**src/rtl/toggle_period_meter.sv**
```systemverilog
// Purpose : measure rising-to-rising period and high time of a slow async input, in clk cycles.
// Latency : edges seen SYNC_STAGES+1 clk edges after sig_in moves; result registered on the rise edge.
// Backpressure: none; meas_valid is a one-cycle pulse with no ready, consumers must sample it.
//
// Ports:
//   clk, rst_n   system clock, asynchronous active-low reset
//   sig_in       asynchronous input to be measured
//   period       last rising-to-rising period (clk cycles)
//   high_time    high time belonging to that same period
//   meas_valid   pulse: period/high_time were updated this cycle
//   locked       a valid measurement exists and no timeout since
//   timeout      sticky: no rising edge within MAX_COUNT cycles
module toggle_period_meter #(
    parameter int MAX_COUNT   = 27000000,
    parameter int SYNC_STAGES = 2,
    localparam int W          = $clog2(MAX_COUNT + 1)
) (
    input  logic         clk,
    input  logic         rst_n,
    input  logic         sig_in,
    output logic [W-1:0] period,
    output logic [W-1:0] high_time,
    output logic         meas_valid,
    output logic         locked,
    output logic         timeout
);

    typedef enum logic {
        IDLE    = 1'b0,
        MEASURE = 1'b1
    } state_t;

    localparam logic [W-1:0] CNT_LAST = W'(MAX_COUNT - 1);
    localparam logic [W-1:0] CNT_ONE  = W'(1);

    // ------------------------------------------------------------------
    // Input synchronizer and edge detection
    // ------------------------------------------------------------------
    logic [SYNC_STAGES-1:0] sync_q;
    logic                   sync_s;
    logic                   hist_q;
    logic                   rise;
    logic                   fall;

    always_ff @(posedge clk or negedge rst_n) begin
        if (!rst_n) begin
            sync_q <= '0;
            hist_q <= 1'b0;
        end else begin
            sync_q <= {sync_q[SYNC_STAGES-2:0], sig_in};
            hist_q <= sync_s;
        end
    end

    assign sync_s = sync_q[SYNC_STAGES-1];
    assign rise   = sync_s & ~hist_q;
    assign fall   = ~sync_s & hist_q;

    // ------------------------------------------------------------------
    // Measurement FSM
    // ------------------------------------------------------------------
    state_t       state_q;
    state_t       state_d;
    logic [W-1:0] cnt_q;
    logic [W-1:0] hi_cap_q;
    logic         at_limit;
    logic         do_meas;
    logic         do_timeout;

    assign at_limit = (cnt_q == CNT_LAST);

    always_ff @(posedge clk or negedge rst_n) begin
        if (!rst_n) begin
            state_q <= IDLE;
        end else begin
            state_q <= state_d;
        end
    end

    // A rise arriving on the same cycle the counter hits its limit is a
    // legitimate period of exactly MAX_COUNT, so the rise is checked first.
    always_comb begin
        state_d    = state_q;
        do_meas    = 1'b0;
        do_timeout = 1'b0;
        case (state_q)
            IDLE: begin
                if (rise) begin
                    state_d = MEASURE;
                end
            end
            MEASURE: begin
                if (rise) begin
                    do_meas = 1'b1;
                end else if (at_limit) begin
                    do_timeout = 1'b1;
                    state_d    = IDLE;
                end
            end
            default: begin
                state_d = IDLE;
            end
        endcase
    end

    // ------------------------------------------------------------------
    // Cycle counter and high-time capture
    // cnt holds (cycles since the last rise) - 1, hence the +1 on capture.
    // The timeout check stops the count at MAX_COUNT-1, so it never wraps.
    // ------------------------------------------------------------------
    always_ff @(posedge clk or negedge rst_n) begin
        if (!rst_n) begin
            cnt_q <= '0;
        end else if (rise) begin
            cnt_q <= '0;
        end else if (do_timeout) begin
            cnt_q <= '0;
        end else if (state_q == MEASURE) begin
            cnt_q <= cnt_q + CNT_ONE;
        end
    end

    // hi_cap is cleared on each rise so a period without a fall can never
    // report a stale high time from an earlier period; the clear does not
    // disturb the value being handed to high_time on that same edge.
    always_ff @(posedge clk or negedge rst_n) begin
        if (!rst_n) begin
            hi_cap_q <= '0;
        end else if (rise || do_timeout) begin
            hi_cap_q <= '0;
        end else if (fall && (state_q == MEASURE)) begin
            hi_cap_q <= cnt_q + CNT_ONE;
        end
    end

    // ------------------------------------------------------------------
    // Result registers
    // ------------------------------------------------------------------
    always_ff @(posedge clk or negedge rst_n) begin
        if (!rst_n) begin
            period     <= '0;
            high_time  <= '0;
            meas_valid <= 1'b0;
            locked     <= 1'b0;
            timeout    <= 1'b0;
        end else begin
            meas_valid <= do_meas;
            if (do_meas) begin
                period    <= cnt_q + CNT_ONE;
                high_time <= hi_cap_q;
                locked    <= 1'b1;
                timeout   <= 1'b0;
            end else if (do_timeout) begin
                locked    <= 1'b0;
                timeout   <= 1'b1;
            end
        end
    end

endmodule

```
**config.mk**
```make
export PLATFORM = sky130hd
export DESIGN_NAME = toggle_period_meter
export DESIGN_NICKNAME = d
export VERILOG_FILES = /design/src/rtl/toggle_period_meter.sv
export SDC_FILE = /design/constraint.sdc
export NUM_CORES = 1
export LEC_CHECK = 0
export BUFFER_PORTS_ARGS = -buffer_cell sky130_fd_sc_hd__buf_4
export CORE_ASPECT_RATIO = 0.9
export CORE_MARGIN = 3
export CORE_UTILIZATION = 27
export CTS_CLUSTER_SIZE = 14
export DETAILED_ROUTE_END_ITERATION = 8
export GPL_ROUTABILITY_DRIVEN = 0
export HOLD_SLACK_MARGIN = 0.08
export SLEW_MARGIN = 20
export SYNTH_ARGS = -nofsm -noshare
export SYNTH_HDL_FRONTEND = slang
export SYNTH_SLANG_ARGS = --single-unit
```
**constraint.sdc**
```tcl
create_clock -name clk -period 2 [get_ports clk]
set_clock_uncertainty 0.05 [all_clocks]
set_input_delay 0.2 -clock clk [delete_from_list [all_inputs] [get_ports clk]]
set_output_delay 0.2 -clock clk [all_outputs]
set_load 0.02 [all_outputs]
```
==> results of run 1 <==
==> cell type report <==
| type | count | area [um2] | share of cell area |
|---|---|---|---|
| repair buffers | 101 | 830 | 0.143 |
| clock inverters | 6 | 48.8 | 0.00839 |
| inverters | 6 | 22.5 | 0.00387 |
| clock buffers | 10 | 229 | 0.0394 |
| flip-flops and latches | 107 | 2680 | 0.461 |
| multi-input cells | 257 | 1740 | 0.300 |
| well taps | 207 | 259 | 0.0446 |
==> cells in the final DEF, fill, tap and decap left out, types with 2 or more instances in the layout <==
cell type	instances
a21oi_1	4
and3_1	2
buf_12	5
buf_4	93
clkbuf_16	9
clkinv_4	3
dfrtp_1	105
dfrtp_2	2
dlygate4sd3_1	2
inv_1	6
inv_6	2
mux2_2	25
nand2_1	57
nand2b_1	3
nand3_1	24
nand4_1	7
nor2_1	7
nor2b_1	3
nor3_1	3
o211ai_1	2
o21ai_0	38
o2bb2ai_1	25
o31ai_1	2
or3_1	9
xnor2_1	7
xor2_1	14
xor2_2	2
==> logic make-up after synthesis <==
kind of cell / synth area share
AO/OA/AOI/OAI: 0.117
XOR/XNOR: 0.0445
adder cells (fa/ha/maj): 0.00276
buffers and inverters: 0.0320
flip-flops: 0.591
multiplexers: 0.0622
AND/OR/NAND/NOR: 0.151
==> metal layers <==
metal	up-vias	routed length [um]	GRT usage
met2	74	5240	0.204
li1	1557	-	-
met4	0	111	0.0335
met1	1675	4670	0.152
met3	9	590	0.0323
met5	-	0	0
==> state kept, by name, indices dropped and copies added (netlist names) <==
register / flops
cnt_q: 25
hi_cap_q: 25
high_time: 25
period: 25
sync_q: 2
hist_q: 1
locked: 1
meas_valid: 1
state_q: 1
timeout: 1
==> stage by stage <==
stage          setup slack (ps)  std cells  utilization
2_1_floorplan              8.88        394            -
5_1_grt                   -18.7        694        0.357
3_3_place_gp               40.9        674        0.336
6_report                   63.3        694        0.357
3_5_place_dp               29.0        674        0.336
4_1_cts                    21.4        692        0.354
==> final timing paths <==
check                      slack [ps]  depth (start not counted)                       end            startpoint
setup / recovery                   60                          5     cnt_q[19]$_DFFE_PN0P_  cnt_q[1]$_DFFE_PN0P_
hold / removal                    310                          0       sync_q[1]$_DFF_PN0_   sync_q[0]$_DFF_PN0_
hold reg to reg                   310                          0       sync_q[1]$_DFF_PN0_   sync_q[0]$_DFF_PN0_
min in group asynchronous         340                          2     period[2]$_DFFE_PN0P_                 rst_n
setup reg to reg                   60                          5     cnt_q[19]$_DFFE_PN0P_  cnt_q[1]$_DFFE_PN0P_
max in group asynchronous         900                          3  hi_cap_q[19]$_DFFE_PN0P_                 rst_n
==> critical path, cell delays in order, from the launching register on <==
cell and delay (ps):
dfrtp_1 410, nand3_2 170, or3_1 420, or3_4 400, or3_1 350, o21ai_1 70
==> report_power, final <==
part | internal (uW) | leakage (uW) | switching [uW]
sequential | 2280 | 0.00146 | 77.9
combinational | 265 | 0.00110 | 351
clock | 860 | 0.000137 | 831
==> repair_timing <==
item                                    in CTS  in global routing
hold buffers                                 2                  0
gates resized for setup                      0                  8
endpoints found under the setup margin       0                 16
endpoints found under the hold margin       39                  0
buffers inserted                             0                  2
==> results by group, run 1 <==
Route
  • Total Wirelength: 10,600 um
  • Via count: 3,315
  • Drt initial violations: 210
  • Vias per cell: 4.78
  • Post-route ant nets: 0
  • Detailed Routing Iterations Pass 1: 4
  • DRC viols: 0
  • Avg WL per Cell: 15.3 um

Clocking
  • Clk root buf: clkbuf_16
  • Clock buffer depth: 2
  • Total CTS buffers: 9
  • Later-pin clock latency in the skew report: 350 ps
  • H-tree Lvls: 3
  • CTS tree: built
  • Clock slew at the register clock pins of the worst setup and hold paths: 70 ps
  • Sink Count: 107

STA
  • Fin. max-slew vios: 0
  • Final setup fails: 0
  • Final hold slack: 310 ps
  • RSZ-0062 raised after global routing: yes
  • Worst slew pin tran: 533 ps
  • Min Tclk post-route: 1940 ps
  • Max Clk Rate: 0.516 GHz
  • Slew HR: 0.645
  • Final Cycle Share: 0.968
  • Setup_tns: 0 ps
  • Final hold vios: 0

Floorplanning
  • Core area: 16,300 um2
  • Number of core rows: 44
  • Die width: 143 um
  • I/O pin count: 56
  • Chip height: 129 um
  • Initial Utilization: 0.278
  • Total die area: 18,400 um2

Final layout
  • Fillers: 1,640
  • Nets: 486
  • Final Cell Area: 5810 um2
  • Share of cells above drive strength 1: 0.322
  • Area added between synthesis and finish: 28.3%
  • ANT cells: 0

Place
  • DP HPWL: 7560 um
  • PortBufs: 55
  • Placed Area: 5470 um2

Global route
  • Overflow after GRT: 0
  • GRT Overall Usage: 0.120
  • Initial antenna violation count: 0
  • Largest net degree at the start of global routing: 42
  • First-pass GRT wire length: 17,800 um
  • Vias in the first global route: 3,421

Synthesis
  • Post-synth EDFFs: 0
  • Post-synth top cells: dfrtp_1 (107), nand2_1 (58), o21ai_0 (39)
  • Syn avg cell area: 11.5 um2
  • Synthesized flop and latch total: 107
  • Post-synth top area cell: dfrtp_1
  • Sequential area share after synthesis: 0.591
  • Share of async-settable or async-resettable flops after synthesis: 1.00
  • Post-synth top area share: 0.591
  • Post-synthesis cell type count: 44
  • Gate Count Post-Synth: 394
  • Count leader, synth: dfrtp_1
  • Synth warnings: 0
  • Primary FF master, synth: dfrtp_1
  • Syn_nets: 398
  • Post-Synthesis Cell Area: 4530 um2
  • Area contributors post-synth: dfrtp_1 (59%), mux2_2 (6.2%), o2bb2ai_1 (4.8%), nand2_1 (4.8%), o21ai_0 (4.3%)

Power
  • Pwr/cell area: 803 nW/um2
  • Overall Power: 4670 uW
  • Lkg Pwr: 0.00269 uW
  • VDD IR max: 0.000343 V

Worst setup path
  • Crit. End Element: register
  • Startpoint Class: register
  • Crit path max fanout: 6
  • CP required: 2230 ps
  • CP Data Arrival Time: 2160 ps
  • Worst setup path class: reg -> reg

Hold path
  • HP Class: reg -> reg

Outcome
  • Status: completed

Flow run
  • Max-Cap Viols: 0
Power figures use the tool's default switching activity.
==> inputs of run 2 (changes only) <==
--- a/config.mk
+++ b/config.mk
@@ -6,7 +6,7 @@
 export NUM_CORES = 1
 export LEC_CHECK = 0
 export BUFFER_PORTS_ARGS = -buffer_cell sky130_fd_sc_hd__buf_4
-export CORE_ASPECT_RATIO = 0.9
+export CORE_ASPECT_RATIO = 1.4
 export CORE_MARGIN = 3
 export CORE_UTILIZATION = 27
 export CTS_CLUSTER_SIZE = 14
==> constraint.sdc (replaced) <==
create_clock -name clk -period 2.43 [get_ports clk]
set_clock_uncertainty 0.05 [all_clocks]
set_input_delay 0.243 -clock clk [delete_from_list [all_inputs] [get_ports clk]]
set_output_delay 0.243 -clock clk [all_outputs]
set_load 0.02 [all_outputs]
==> run 2 against run 1 <==
  * Largest cell class unchanged
  * Combinational power is 31% lower
  * Critical path type unchanged
  * Critical endpoint is now cnt_q[18]$_DFFE_PN0P_
  * Design area fell by 4.8%
  * Sequential share of layout area is 2.3 points higher
==> results by group, run 2 (synthesis results as in run 1) <==
Worst setup path
  • Worst setup path class: reg -> reg
  • Slowest CP cell: dfrtp_1
  • Cells along the critical path: ha_1 > nand2_1 > nor2_1 > buf_4 > a311o_1 > buf_4 > or3_1 > nand3_1
  • CP Data Arrival Time: 2390 ps
  • RR Startpoint: cnt_q[0]$_DFFE_PN0P_
  • Cell repeated most along the worst path: buf_4
  • Critical R2R Capture: cnt_q[18]$_DFFE_PN0P_
  • Crit path max fanout: 14
  • Crit path buf inv count: 2
  • Crit-path leading delay family: simple AND/OR/NAND/NOR gates
  • CP required: 2660 ps
  • Setup slack, reg-to-reg: 270 ps
  • Worst reg2reg path depth: 8
  • Startpoint Class: register
  • Slowest cell delay on critical path: 440 ps
  • Crit. End Element: register

Floorplanning
  • Chip height: 159 um
  • Initial Utilization: 0.278
  • I/O pin count: 56
  • Total die area: 18,400 um2
  • Core area: 16,300 um2
  • Number of core rows: 55
  • Die width: 115 um

Place
  • PortBufs: 55
  • Placed Area: 5200 um2
  • DP HPWL: 7180 um
  • DP Worst Slack: 286 ps

STA
  • Final hold slack: 313 ps
  • Final Cycle Share: 0.890
  • RSZ-0062 raised after global routing: no
  • PnR worst setup slack: 267 ps
  • Final setup fails: 0
  • Fin. max-slew vios: 0
  • Final hold vios: 0
  • Max Clk Rate: 0.462 GHz
  • Worst slew pin tran: 646 ps
  • Setup_tns: 0 ps
  • Min Tclk post-route: 2160 ps
  • Slew HR: 0.570

Outcome
  • Status: completed

Route
  • Avg WL per Cell: 15.2 um
  • Total Wirelength: 10,000 um
  • Vias per cell: 4.74
  • Detailed Routing Iterations Pass 1: 4
  • Drt initial violations: 142
  • Via count: 3,117
  • Post-route ant nets: 0
  • DRC viols: 0

Hold path
  • Min-delay src: sync_q[0]$_DFF_PN0_
  • Hold path endpoint: sync_q[1]$_DFF_PN0_
  • HP Class: reg -> reg
  • Hold depth: 0

Clocking
  • Clock slew at the register clock pins of the worst setup and hold paths: 70 ps
  • Post-CTS sizing: 0
  • Clk root buf: clkbuf_16
  • Later-pin clock latency in the skew report: 340 ps
  • H-tree Lvls: 3
  • Total CTS buffers: 9
  • Clock buffer depth: 2
  • CTS tree: built
  • Sink Count: 107

Global route
  • Initial antenna violation count: 0
  • Overflow after GRT: 0
  • GRT Overall Usage: 0.116
  • First-pass GRT wire length: 17,100 um
  • Vias in the first global route: 3,205
  • Largest net degree at the start of global routing: 49

Power
  • Pwr/cell area: 702 nW/um2
  • VDD IR max: 0.000268 V
  • Lkg Pwr: 0.00254 uW

Final layout
  • ANT cells: 0
  • Commonest non-fill, non-tap cell in the layout: dfrtp_1
  • Area added between synthesis and finish: 22.2%
  • Share of cells above drive strength 1: 0.268
  • Nets: 458
  • Final Cell Area: 5540 um2
  • Most frequent cells in the layout: dfrtp_1 (107), buf_4 (70), nand2_1 (57)

Flow run
  • Max-Cap Viols: 0
[run 2: cell count changes in the layout (fill, tap and decap cells not counted), moves of 2 or more]
cell / before / now
xor2_1: 14 / 16
xor2_2: 2 / 0
clkbuf_8: 0 / 2
buf_4: 93 / 70
clkinv_4: 3 / 1
dfrtp_2: 2 / 0
buf_12: 5 / 1
dfrtp_1: 105 / 107
[run 2: worst max-delay path by stage]
stage | start | endpoint | slack (ps) | cells past startpoint
3_5_place_dp | cnt_q[0]$_DFFE_PN0P_ | cnt_q[19]$_DFFE_PN0P_ | 290 | 8
6_report | cnt_q[0]$_DFFE_PN0P_ | cnt_q[18]$_DFFE_PN0P_ | 270 | 8
4_1_cts | cnt_q[0]$_DFFE_PN0P_ | cnt_q[19]$_DFFE_PN0P_ | 270 | 8
2_1_floorplan | cnt_q[0]$_DFFE_PN0P_ | cnt_q[16]$_DFFE_PN0P_ | 330 | 6
5_1_grt | cnt_q[10]$_DFFE_PN0P_ | hi_cap_q[22]$_DFFE_PN0P_ | 150 | 6
3_3_place_gp | cnt_q[0]$_DFFE_PN0P_ | cnt_q[14]$_DFFE_PN0P_ | 330 | 8
[run 2: worst reg2reg max path, stage by stage, from the launching register on]
cell	delay (ps)
dfrtp_1	440
ha_1	280
nand2_1	140
nor2_1	100
buf_4	170
a311o_1	330
buf_4	190
or3_1	310
nand3_1	90
[run 2: timing repair]
item,in CTS,in global routing
setup buffers,0,0
hold buffers,2,0
endpoints found under the hold margin,47,0
[run 2: layer usage]
| layer | vias up | GRT usage | part of all wire |
|---|---|---|---|
| met5 | - | 0 | 0 |
| met4 | 0 | 0.0454 | 0.022 |
| met3 | 12 | 0.0255 | 0.041 |
| met2 | 63 | 0.180 | 0.49 |
| met1 | 1523 | 0.157 | 0.44 |
| li1 | 1519 | - | - |
[run 2: metrics by stage]
| stage | util | total power [uW] | instances |
|---|---|---|---|
| final | 0.339 | 3890 | 658 |
| after detailed placement | 0.319 | 2430 | 640 |
| after global routing | 0.339 | 4090 | 658 |
| after floorplan | - | 2230 | 394 |
| after CTS | 0.339 | 3960 | 658 |
| after global placement | 0.319 | 2410 | 640 |
[run 2: cell type report]
| type | instances | area (um2) |
|---|---|---|
| fill | 1606 | 10800 |
| sequential | 107 | 2680 |
| multi-input combinational | 257 | 1710 |
| timing repair buffer | 73 | 566 |
| clock buffer | 11 | 253 |
| tap | 199 | 249 |
| clock inverter | 5 | 60.1 |
| inverter | 6 | 22.5 |
[run 2: power by group]
part	total, uW	leakage [uW]	switching [uW]	internal, uW
clock network	1500	0.000152	642	859
logic	422	0.000925	253	169
registers	1970	0.00146	86.0	1880
total	3890	0.00254	981	2910
==> inputs of run 3 (changes only) <==
==> constraint.sdc (replaced) <==
create_clock -name clk -period 2.4 [get_ports clk]
set_clock_uncertainty 0.05 [all_clocks]
set_input_delay 0.24 -clock clk [delete_from_list [all_inputs] [get_ports clk]]
set_output_delay 0.24 -clock clk [all_outputs]
set_load 0.02 [all_outputs]
==> run 3 against run 2 <==
  * Sequential power is essentially flat
  * Register-to-register slack got worse by 20 ps
  * Flip-flop and latch count is the same
  * Cell count stayed put
  * Via count is 1.2% higher
  * Global-route usage shrank 0.21 points
  * Non-clock buffer count stayed put
  * Combinational power is 1% higher
  * Critical path depth stayed put
  * Design area up 0.52%
  * Largest cell class unchanged
==> results by group, run 3 (synthesis results as in run 1) <==
STA
  • Max Clk Rate: 0.465 GHz
  • RSZ-0062 raised after global routing: no
  • Min Tclk post-route: 2150 ps
  • Fin. max-slew vios: 0
  • PnR worst setup slack: 249 ps
  • Worst slew pin tran: 514 ps
  • Final setup fails: 0
  • Setup_tns: 0 ps
  • Final hold vios: 0
  • Final Cycle Share: 0.896
  • Slew HR: 0.656

Place
  • PortBufs: 55
  • DP Worst Slack: 258 ps
  • DP HPWL: 7260 um
  • Cell count after placement: 640
  • Placed Area: 5200 um2

Global route
  • Largest net degree at the start of global routing: 58
  • GRT Overall Usage: 0.114
  • Vias in the first global route: 3,252
  • Initial antenna violation count: 0
  • Overflow after GRT: 0
  • First-pass GRT wire length: 16,800 um

Clocking
  • Clk root buf: clkbuf_16
  • Later-pin clock latency in the skew report: 350 ps
  • Clock slew at the register clock pins of the worst setup and hold paths: 70 ps
  • Setup bufs post-CTS: 0
  • CTS tree: built
  • Total CTS buffers: 9
  • Sink Count: 107
  • Post-CTS sizing: 0
  • Clock buffer depth: 2
  • # hold bufs at CTS: 2
  • H-tree Lvls: 3

Final layout
  • Share of cells above drive strength 1: 0.268
  • Area of the multi-input gates: 1710 um2
  • Final core occ: 0.341
  • Nets: 458
  • Final Cell Area: 5570 um2
  • ANT cells: 0
  • Area added between synthesis and finish: 22.9%
  • Total area of sequential cells: 2680 um2
  • Post-route insts no fill: 658
  • Fillers: 1,621
  • Most frequent cells in the layout: dfrtp_1 (107), buf_4 (70), nand2_1 (57)
  • Commonest non-fill, non-tap cell in the layout: dfrtp_1

Route
  • DRC viols: 0
  • Post-route ant nets: 0
  • Avg WL per Cell: 15.3 um
  • Drt initial violations: 116
  • Total Wirelength: 10,000 um
  • Detailed Routing Iterations Pass 1: 4
  • Via count: 3,155
  • Vias per cell: 4.79

Power
  • VDD IR max: 0.000281 V
  • Sw power: 997 uW
  • Int Power: 3090 uW
  • Comb power frac: 0.105
  • Clock power frac: 0.409
  • Flop pwr share: 0.486
  • Lkg Pwr: 0.00255 uW
  • Pwr/cell area: 735 nW/um2
  • Switching Share: 0.244

Worst setup path
  • Setup slack, reg-to-reg: 250 ps
  • Slowest cell delay on critical path: 450 ps
  • Crit path buf inv count: 2
  • CP Data Arrival Time: 2380 ps
  • Cells along the critical path: ha_1 > nand2_1 > nor2_1 > buf_4 > a311o_1 > buf_4 > or3_1 > nand3_1
  • Crit path max fanout: 12
  • Crit-path leading delay family: simple AND/OR/NAND/NOR gates
  • Startpoint Class: register
  • Crit. path cell count: 8
  • CP required: 2630 ps
  • Crit. End Element: register
  • Worst setup path class: reg -> reg
  • Cell repeated most along the worst path: buf_4
  • Slowest CP cell: dfrtp_1
  • Worst reg2reg path depth: 8

Floorplanning
  • Chip height: 159 um
  • Initial Utilization: 0.278
  • Total die area: 18,400 um2
  • I/O pin count: 56
  • Die width: 115 um
  • Number of core rows: 55
  • Core area: 16,300 um2

Outcome
  • Status: completed

Hold path
  • HP Class: in -> async

Flow run
  • Max-Cap Viols: 0
[run 3: cell types whose count changed in the layout (fill, tap and decap cells not counted), sizes merged]
cell and delta:
clkbuf -2, inv -1, clkinv +1, bufinv +2
[run 3: power by group through the flow]
stage | Sequential [uW] | Combinational [uW] | Clock, uW
2_1_floorplan | 2060 | 193 | 0
3_3_place_gp | 2020 | 424 | 0
3_5_place_dp | 2030 | 438 | 0
4_1_cts | 1990 | 441 | 1710
5_1_grt | 2000 | 471 | 1780
6_report | 1990 | 427 | 1670
[run 3: cell type report]
class                           instances  share of cell area
Sequential cell                       107               0.481
Timing Repair Buffer                   73               0.102
Inverter                                6             0.00405
Clock buffer                            9              0.0405
Tap cell                              199              0.0447
Clock inverter                          7              0.0209
Multi-Input combinational cell        257               0.307
[run 3: path summary, 6_finish.rpt]
path / startpoint / to
min reg2reg: sync_q[0]$_DFF_PN0_ / sync_q[1]$_DFF_PN0_
max in group asynchronous: rst_n / period[15]$_DFFE_PN0P_
min in group clk: sync_q[0]$_DFF_PN0_ / sync_q[1]$_DFF_PN0_
max reg2reg: cnt_q[0]$_DFFE_PN0P_ / cnt_q[3]$_DFFE_PN0P_
max: cnt_q[0]$_DFFE_PN0P_ / cnt_q[3]$_DFFE_PN0P_
min: rst_n / high_time[3]$_DFFE_PN0P_
[run 3: metal layers]
layer  global-route usage  part of all wire  vias up
met5                    0                 0        -
met4               0.0427             0.023        0
met3               0.0259             0.036       16
met2                0.187              0.50       58
met1                0.145              0.44     1569
li1                     -                 -     1512
[run 3: worst reg2reg max path, cell delays in order, from the launching register on]
cell	delay (ps)
dfrtp_1	450
ha_1	290
nand2_1	150
nor2_1	100
buf_4	160
a311o_1	330
buf_4	180
or3_1	310
nand3_1	90
[run 3: stage by stage]
| step | hold slack (ps) | power (uW) |
|---|---|---|
| 2_1_floorplan | -106 | 2260 |
| 3_3_place_gp | 100 | 2440 |
| 3_5_place_dp | 103 | 2460 |
| 4_1_cts | 276 | 4150 |
| 5_1_grt | 299 | 4260 |
| 6_report | 272 | 4090 |
